$ cat src/rtl/instr_decode_ctrl.sv
// Instruction decode and sequencing controller for the regFileInitializer datapath.
// Optional illegal-instruction trap (sticky flag plus HALT state) enabled by `ILLEGAL_TRAP_EN.
module instr_decode_ctrl (
    input  logic        clk,
    input  logic        reset,
    input  logic [15:0] instr,
    input  logic        instr_valid,
    output logic        instr_ready,
    output logic [7:0]  opCode,
    output logic [3:0]  a_select,
    output logic [3:0]  b_select,
    output logic [15:0] immediate,
    output logic        use_imm,
    output logic [15:0] regEnable,
    output logic [15:0] retire_count,
    output logic        illegal
);

`ifdef ILLEGAL_TRAP_EN
    typedef enum logic [1:0] {StIdle, StExec, StHalt} state_e;
`else
    typedef enum logic [1:0] {StIdle, StExec} state_e;
`endif

    // Opcodes that never write the destination register.
    localparam logic [7:0] OpNop   = 8'h00;
    localparam logic [7:0] OpCmpu  = 8'h08;
    localparam logic [7:0] OpCmp   = 8'h0B;
    localparam logic [7:0] OpCmpui = 8'h0C;
    localparam logic [7:0] OpCmpi  = 8'hB0;

    state_e      state_q;
    logic [7:0]  opcode_q;
    logic [3:0]  a_sel_q;
    logic [3:0]  b_sel_q;
    logic [15:0] imm_q;
    logic        use_imm_q;
    logic [15:0] reg_en_q;
    logic [15:0] retire_q;
`ifdef ILLEGAL_TRAP_EN
    logic        illegal_q;
    logic        exec_illegal_q;
`endif

    logic [3:0]  f_op;
    logic [3:0]  f_rd;
    logic [3:0]  f_ext;
    logic [3:0]  f_rs;
    logic [7:0]  f_imm8;

    logic [7:0]  dec_opcode;
    logic [3:0]  dec_a_sel;
    logic [3:0]  dec_b_sel;
    logic [15:0] dec_imm;
    logic        dec_use_imm;
    logic [15:0] dec_reg_en;
    logic        dec_illegal;

    assign f_op   = instr[15:12];
    assign f_rd   = instr[11:8];
    assign f_ext  = instr[7:4];
    assign f_rs   = instr[3:0];
    assign f_imm8 = instr[7:0];

    always_comb begin
        dec_opcode  = OpNop;
        dec_a_sel   = 4'h0;
        dec_b_sel   = 4'h0;
        dec_imm     = 16'h0000;
        dec_use_imm = 1'b0;
        dec_illegal = 1'b0;

        case (f_op)
            4'h0: begin
                dec_opcode = {4'h0, f_ext};
                dec_a_sel  = f_rd;
                dec_b_sel  = f_rs;
            end
            4'h8: begin
                case (f_ext)
                    4'h4, 4'h5, 4'h6, 4'h7: begin
                        dec_opcode = {4'h8, f_ext};
                        dec_a_sel  = f_rd;
                        dec_b_sel  = f_rs;
                    end
                    4'h0, 4'h1, 4'h9, 4'hB: begin
                        // Shift-by-immediate: the amount rides in the rs field.
                        dec_opcode  = {4'h8, f_ext};
                        dec_a_sel   = f_rd;
                        dec_imm     = {12'h000, f_rs};
                        dec_use_imm = 1'b1;
                    end
                    default: dec_illegal = 1'b1;
                endcase
            end
            4'h5, 4'h7, 4'h9, 4'hB: begin
                dec_opcode  = {f_op, 4'h0};
                dec_a_sel   = f_rd;
                dec_imm     = {{8{f_imm8[7]}}, f_imm8};
                dec_use_imm = 1'b1;
            end
            4'h1, 4'h2, 4'h3, 4'h4, 4'h6: begin
                dec_opcode  = {f_op, 4'h0};
                dec_a_sel   = f_rd;
                dec_imm     = {8'h00, f_imm8};
                dec_use_imm = 1'b1;
            end
            default: dec_illegal = 1'b1;
        endcase

        // Illegal instructions run as a bare NOP with every control cleared.
        if (dec_illegal) begin
            dec_opcode  = OpNop;
            dec_a_sel   = 4'h0;
            dec_b_sel   = 4'h0;
            dec_imm     = 16'h0000;
            dec_use_imm = 1'b0;
        end
    end

    always_comb begin
        dec_reg_en = 16'h0001 << dec_a_sel;
        if (dec_opcode == OpNop  || dec_opcode == OpCmpu || dec_opcode == OpCmp ||
            dec_opcode == OpCmpui || dec_opcode == OpCmpi) begin
            dec_reg_en = 16'h0000;
        end
    end

    always_ff @(posedge clk or posedge reset) begin
        if (reset) begin
            state_q        <= StIdle;
            opcode_q       <= 8'h00;
            a_sel_q        <= 4'h0;
            b_sel_q        <= 4'h0;
            imm_q          <= 16'h0000;
            use_imm_q      <= 1'b0;
            reg_en_q       <= 16'h0000;
            retire_q       <= 16'h0000;
`ifdef ILLEGAL_TRAP_EN
            illegal_q      <= 1'b0;
            exec_illegal_q <= 1'b0;
`endif
        end else begin
            case (state_q)
                StIdle: begin
                    if (instr_valid) begin
                        state_q        <= StExec;
                        opcode_q       <= dec_opcode;
                        a_sel_q        <= dec_a_sel;
                        b_sel_q        <= dec_b_sel;
                        imm_q          <= dec_imm;
                        use_imm_q      <= dec_use_imm;
                        reg_en_q       <= dec_reg_en;
`ifdef ILLEGAL_TRAP_EN
                        exec_illegal_q <= dec_illegal;
`endif
                    end
                end
                StExec: begin
                    // Controls are live for exactly this one cycle.
                    opcode_q  <= 8'h00;
                    a_sel_q   <= 4'h0;
                    b_sel_q   <= 4'h0;
                    imm_q     <= 16'h0000;
                    use_imm_q <= 1'b0;
                    reg_en_q  <= 16'h0000;
                    retire_q  <= retire_q + 16'h0001;
`ifdef ILLEGAL_TRAP_EN
                    if (exec_illegal_q) begin
                        illegal_q <= 1'b1;
                        state_q   <= StHalt;
                    end else begin
                        state_q   <= StIdle;
                    end
`else
                    state_q   <= StIdle;
`endif
                end
`ifdef ILLEGAL_TRAP_EN
                StHalt: begin
                    state_q <= StHalt;
                end
`endif
                default: begin
                    state_q <= StIdle;
                end
            endcase
        end
    end

    assign instr_ready  = (state_q == StIdle) & ~reset;
    assign opCode       = opcode_q;
    assign a_select     = a_sel_q;
    assign b_select     = b_sel_q;
    assign immediate    = imm_q;
    assign use_imm      = use_imm_q;
    assign regEnable    = reg_en_q;
    assign retire_count = retire_q;
`ifdef ILLEGAL_TRAP_EN
    assign illegal      = illegal_q;
`else
    assign illegal      = 1'b0;
`endif

endmodule
$ cat config.mk
export PLATFORM = sky130hd
export DESIGN_NAME = instr_decode_ctrl
export DESIGN_NICKNAME = d
export VERILOG_FILES = /design/src/rtl/instr_decode_ctrl.sv
export SDC_FILE = /design/constraint.sdc
export NUM_CORES = 1
export LEC_CHECK = 0
export CORE_MARGIN = 3
export CORE_UTILIZATION = 46
export CTS_CLUSTER_DIAMETER = 150
export DETAILED_ROUTE_END_ITERATION = 10
export PLACE_DENSITY = 0.79
export SYNTH_ARGS = -nofsm -noshare
export SYNTH_HDL_FRONTEND = slang
export SYNTH_SLANG_ARGS = --single-unit
$ cat constraint.sdc
create_clock -name clk -period 4.41 [get_ports clk]
set_clock_uncertainty 0.2 [all_clocks]
set_input_delay 0.882 -clock clk [delete_from_list [all_inputs] [get_ports clk]]
set_output_delay 0.882 -clock clk [all_outputs]
set_load 0.02 [all_outputs]
==> summary.md, run 1 <==
| Metric | Value |
|---|---|
| Hpwl dp | 4500 µm |
| Post-CTS Setup Inserts | 0 |
| Max-cap violations | 0 |
| Hold WS | 0.285 ns |
| Buffers on Ports | 84 |
| Clock-pin transition on the worst setup and hold timing paths | 0.06 ns |
| Gate Count Post-Synth | 239 |
| Design Power | 0.00136 W |
| Least-Margin Pin Slew | 0.792 ns |
| WL per Instance | 15.8 µm |
| CP Max Fanout | 2 |
| Cts repair resizes | 0 |
| Mapped Area | 2760 µm² |
| Vias after detailed routing | 2174 |
| Global route overflow | 0 |
| Initial antenna violation count | 0 |
| Area leader, netlist | dfrtp_1 |
| Primary FF master, synth | dfrtp_1 |
| CTS tree | built |
| Min cycle time layout | 3.12 ns |
| Global-route wire length before repair | 10300 µm |
| Status | complete, no violations |
| Min-Delay Path Class | register to register |
| Fillers | 423 |
| Most frequent cells in the layout | clkdlybuf4s50_1 (84), dfrtp_1 (59), nand2b_1 (16) |
| Worst path slowest cell | clkdlybuf4s50_1 |
| Die ar. | 6960 µm² |
| Share of cells above drive strength 1 | 0.0940 |
| Worst slew margin | 0.471 |
| Setup-failing EPs final | 0 |
| TritonCTS buffer count | 9 |
| Max Fclk | 320 MHz |
| RSZ-0062 raised after global routing | false |
| Critical Path RT | 3.33 ns |
| Syn Nets | 259 |
| Lkg Pwr | 1.56 nW |
| Pwr/cell area | 362 nW/µm² |
| Peak VDD IR | 0.243 mV |
| CP dominant cell by count | clkdlybuf4s50_1 |
| Yosys reg bits | 59 |
| Final count of hold timing violations | 0 |
| Initial cell density of the core | 0.489 |
| Yosys top cell area share | 0.536 |
| # nets final | 335 |
| Post-Route WL | 6170 µm |
| Post-synthesis sequential area ratio | 0.536 |
| Chip Height | 83.4 µm |
| Vias in the first global route | 2125 |
| N_diodes | 0 |
| Async set or reset register ratio after synthesis | 1.00 |
| DRT antenna net count | 0 |
| GP Congestion | 0.832 |
| Critical path class | primary input to output port |
| Worst setup SP type | primary input |
| Arrival @ worst endpoint | 2.04 ns |
| Crit end category | output port |
| Period utilisation layout | 0.709 |
| Num Clock Sinks | 59 |
| Area growth syn-to-layout | 36.2% |
| Count of different cell masters after synthesis | 47 |
| Post-synth EDFFs | 0 |
| Mapped Avg Cell Area | 11.5 µm² |
| Initial DRC count | 149 |
| Most common cell after layout, fill and taps aside | clkdlybuf4s50_1 |
| Clock Latency Late Sink | 0.32 ns |
| Drc violations | 0 |
| CORE AREA | 5640 µm² |
| Crit path cell chain | clkdlybuf4s50_1, nor2_1, clkdlybuf4s50_1 |
| Clk buf depth | 2 |
| Crit path largest cell delay | 0.61 ns |
| Slew Limit Fails | 0 |
| Final Core Density | 0.666 |
| DR vias/cell | 5.56 |
| Fin Setup TNS | 0 ns |
| Row count | 27 |
| Initial DRT Pass Iterations | 4 |
| Io pins | 86 |
| GRT Util Overall | 0.185 |
| Hold buffers post-CTS | 0 |
| Yosys Warn Count | 0 |
| Pin count of the biggest net entering global routing | 41 |
| Top post-synthesis cells by area | dfrtp_1 (54%), a32o_1 (5.4%), a22o_1 (4.1%), xnor2_1 (3.8%), nand2b_1 (3.6%) |
| Root Buffer | clkbuf_8 |
| H-tree levels | 3 |
| Die outline width | 83.4 µm |
## logic make-up (layout without fill, tap and decap cells)
group / after synthesis / in the layout / synth area share
simple gates: 69 / 69 / 0.153
buf+inv: 29 / 109 / 0.0604
mux: 1 / 1 / 0.00409
xor+xnor: 16 / 16 / 0.0508
fa+ha+maj: 1 / 1 / 0.00454
other cells: 1 / 1 / 0.00136
flops: 59 / 59 / 0.536
compound gates: 63 / 63 / 0.191
## cells in the mapped netlist (3+ instances only)
cell type and number:
a32o_1 15, buf_2 4, clkbuf_1 7, a22o_1 13, nand2b_1 16, dfrtp_1 59, nor2b_1 7, inv_1 5
xor2_1 4, nor2_1 7, buf_4 10, nand4_1 8, nand2_1 6, nand3_1 8, o211ai_1 5, and3_1 3
a21oi_1 15, xnor2_1 12
## path summary, 6_finish.rpt
kind | start | to | slack, ns | cells past startpoint
max in group asynchronous | reset | regEnable[8]$_DFFE_PP0P_ | 2.38 | 3
min in group asynchronous | reset | opCode[6]$_DFFE_PP0P_ | 0.88 | 2
max reg2reg | state_q[0]$_DFFE_PP0P_ | retire_count[15]$_DFFE_PP0P_ | 2.52 | 5
min reg2reg | use_imm$_DFFE_PP0P_ | use_imm$_DFFE_PP0P_ | 0.29 | 1
max | reset | instr_ready | 1.29 | 3
min | use_imm$_DFFE_PP0P_ | use_imm$_DFFE_PP0P_ | 0.29 | 1
## registers in the layout, summed over array words and instances (netlist names)
| signal | count |
|---|---|
| immediate | 9 |
| use_imm | 1 |
| b_select | 4 |
| retire_count | 16 |
| opCode | 8 |
| regEnable | 16 |
| state_q | 1 |
| a_select | 4 |
## worst max-delay path, delay by kind of cell
family / cells / cell delay, ns
buf+inv: 2 / 1.05
simple gates: 1 / 0.11
## metrics by stage
stage	cell area [µm²]	std cells	setup WS [ns]
floorplan	2760	239	1.87
global placement	3580	376	1.31
detailed placement	3580	376	1.27
CTS	3750	391	1.27
global route	3750	391	1.26
finish	3750	391	1.29
## report_power, final
group	switching (W)	leakage, nW	internal (W)
Sequential	0.0000456	0.800	0.000584
Clock	0.000189	0.0953	0.000245
Combinational	0.000155	0.668	0.000141
## final cells by class
class,instances,area (µm²),area share
sequential,59,1480,0.393
multi-input combinational,151,1120,0.297
timing repair buffer,88,871,0.232
clock buffer,13,169,0.0450
tap,72,90.1,0.0240
inverter,6,22.5,0.00600
clock inverter,2,10.0,0.00267
## metal layers
layer | part of all wire | vias to the layer above | track usage
li1 | - | 1023 | -
met2 | 0.46 | 77 | 0.271
met5 | 0 | - | 0
met3 | 0.047 | 14 | 0.0357
met1 | 0.47 | 1060 | 0.260
met4 | 0.021 | 0 | 0.0965
(Power assumes the default switching activity.)
==> inputs of run 2 (changes only) <==
- CORE_UTILIZATION: 46 -> 42
- PLACE_DENSITY: 0.79 -> 0.76
- clock period: 4.41 -> 2.6 ns (I/O delays scaled with it)
==> run 2 against run 1 <==
Effect of this change: count of clock-buffer cells in the layout is 3 lower; worst setup slack got worse by 1.1 ns; critical path depth did not move; sequential power rose by 70%; flip-flop and latch count stayed put; largest power group unchanged; highest routed layer unchanged; first-iteration DRC count is 30% lower; clock power increased by 61%; via count rose by 1.8%.
==> summary.md, run 2 (synthesis results as in run 1) <==
| Metric | Value |
|---|---|
| Status | complete, no violations |
| Die ar. | 7570 µm² (+8.8%) |
| Max Fclk | 417 MHz |
| Initial DRT Pass Iterations | 4 (unchanged) |
| Peak VDD IR | 0.570 mV (+130%) |
| Clk buf depth | 2 (unchanged) |
| Hpwl dp | 4650 µm (+3.3%) |
| Crit end category | output port |
| R2r setup slk | 0.58 ns (-1.94 ns) |
| Buffers on Ports | 84 (unchanged) |
| Most frequent cells in the layout | clkdlybuf4s50_1 (84), dfrtp_1 (59), nand2b_1 (16) |
| Max-cap violations | 0 (unchanged) |
| Clock-pin transition on the worst setup and hold timing paths | 0.06 ns (about the same) |
| Row count | 28 (+3.7%) |
| Lkg Pwr | 1.59 nW (+1.7%) |
| Least-Margin Pin Slew | 1.15 ns (+0.354 ns) |
| CORE AREA | 6130 µm² (+8.7%) |
| Post-CTS Setup Inserts | 0 (unchanged) |
| GRT Util Overall | 0.182 (-0.00280) |
| Fillers | 505 (+19%) |
| Pwr/cell area | 598 nW/µm² (+65%) |
| Hold WS | 0.275 ns (-0.0105 ns) |
| CP Max Fanout | 2 (unchanged) |
| Drc violations | 0 (unchanged) |
| Hold_sp | retire_count[15]$_DFFE_PP0P_ |
| Worst setup SP type | primary input |
| Hold buffers post-CTS | 0 (unchanged) |
| Share of cells above drive strength 1 | 0.117 (+0.0225) |
| H-tree levels | 3 (unchanged) |
| Period utilisation layout | 0.922 |
| Vias after detailed routing | 2214 (+1.8%) |
| Root Buffer | clkbuf_8 |
| Initial cell density of the core | 0.450 (-0.0390) |
| Vias in the first global route | 2211 (+4.0%) |
| Initial DRC count | 104 (-30%) |
| Min cycle time layout | 2.40 ns |
| RSZ-0062 raised after global routing | false |
| Fin Setup TNS | 0 ns (unchanged) |
| # nets final | 342 (+2.1%) |
| Worst slew margin | 0.235 (-0.236) |
| R2R Path End | immediate[4]$_DFFE_PP0P_ |
| DRT antenna net count | 0 (unchanged) |
| DR vias/cell | 5.52 (-0.70%) |
| Clock Latency Late Sink | 0.33 ns (about the same) |
| Worst hold path depth | 1 (unchanged) |
| Critical Path RT | 1.88 ns (-1.45 ns) |
| CTS tree | built |
| N_diodes | 0 (unchanged) |
| Worst R2R Path Depth | 3 (-2) |
| Global route overflow | 0 (unchanged) |
| Post-Route WL | 6440 µm (+4.4%) |
| Num Clock Sinks | 59 (unchanged) |
| Cts repair resizes | 0 (unchanged) |
| R2R Path Start | state_q[0]$_DFFE_PP0P_ |
| Initial antenna violation count | 0 (unchanged) |
| WL per Instance | 16.1 µm (+1.8%) |
| Most common cell after layout, fill and taps aside | clkdlybuf4s50_1 |
| Hold endpoint | retire_count[15]$_DFFE_PP0P_ |
| TritonCTS buffer count | 9 (unchanged) |
| Chip Height | 87.0 µm (+4.3%) |
| Min-Delay Path Class | register to register |
| Final count of hold timing violations | 0 (unchanged) |
| Area growth syn-to-layout | 38.3% |
| Global-route wire length before repair | 10600 µm (+2.9%) |
| Arrival @ worst endpoint | 1.68 ns (-0.36 ns) |
| Io pins | 86 (unchanged) |
| Critical path class | primary input to output port |
| GP Congestion | 0.780 (-6.2%) |
| Setup-failing EPs final | 0 (unchanged) |
| Slew Limit Fails | 0 (unchanged) |
| Die outline width | 87.0 µm (+4.3%) |
| Pin count of the biggest net entering global routing | 60 (+46%) |
-- run 2: cell count changes in the layout (fill, tap and decap cells not counted), sizes merged --
cell / previous run / this run
buf: 4 / 11
clkbuf: 13 / 10
clkinvlp: 0 / 2
clkinv: 2 / 3
-- run 2: where the power goes --
part	internal (W)	switching, W	leakage (nW)	total, W
Combinational	0.000248	0.000263	0.707	0.000511
Clock	0.000360	0.000342	0.0839	0.000702
Sequential	0.000990	0.0000764	0.800	0.00107
Total	0.00160	0.000681	1.59	0.00228
-- run 2: area by class of cell --
class	instances	area, µm²	share of cell area
Tap cell	75	93.8	0.0246
Clock buffer	10	138	0.0361
Multi-Input combinational cell	151	1120	0.293
Timing Repair Buffer	95	936	0.245
Clock inverter	5	30.0	0.00788
Sequential cell	59	1480	0.387
Inverter	6	22.5	0.00591
-- run 2: worst max-delay path by stage --
stage | slack (ns) | cells past startpoint | start | to
CTS | 0.19 | 3 | reset | instr_ready
global placement | 0.1 | 5 | instr[7] | regEnable[12]$_DFFE_PP0P_
detailed placement | 0.08 | 5 | instr[7] | regEnable[8]$_DFFE_PP0P_
global route | 0.15 | 3 | reset | instr_ready
finish | 0.20 | 3 | reset | instr_ready
floorplan | 0.42 | 1 | reset | a_select[0]$_DFFE_PP0P_
-- run 2: stage by stage --
step | util | power, W | area (µm²) | setup WS, ns | cells
after floorplan | - | 0.00136 | 2760 | 0.424 | 239
after global placement | 0.594 | 0.00159 | 3640 | 0.0962 | 386
after detailed placement | 0.594 | 0.00160 | 3640 | 0.0831 | 386
after CTS | 0.622 | 0.00231 | 3810 | 0.192 | 401
after global routing | 0.622 | 0.00240 | 3810 | 0.146 | 401
final | 0.622 | 0.00228 | 3810 | 0.202 | 401
-- run 2: worst max-delay path, stage by stage --
cell and delay (ns):
clkdlybuf4s50_1 0.44, nor2_1 0.11, clkdlybuf4s50_1 0.61
-- run 2: per-layer routing --
metal,GRT usage,share of wire,up-vias
li1,-,-,1034
met1,0.244,0.46,1098
met2,0.278,0.47,72
met3,0.0482,0.057,10
met4,0.0765,0.017,0
met5,0,0,-
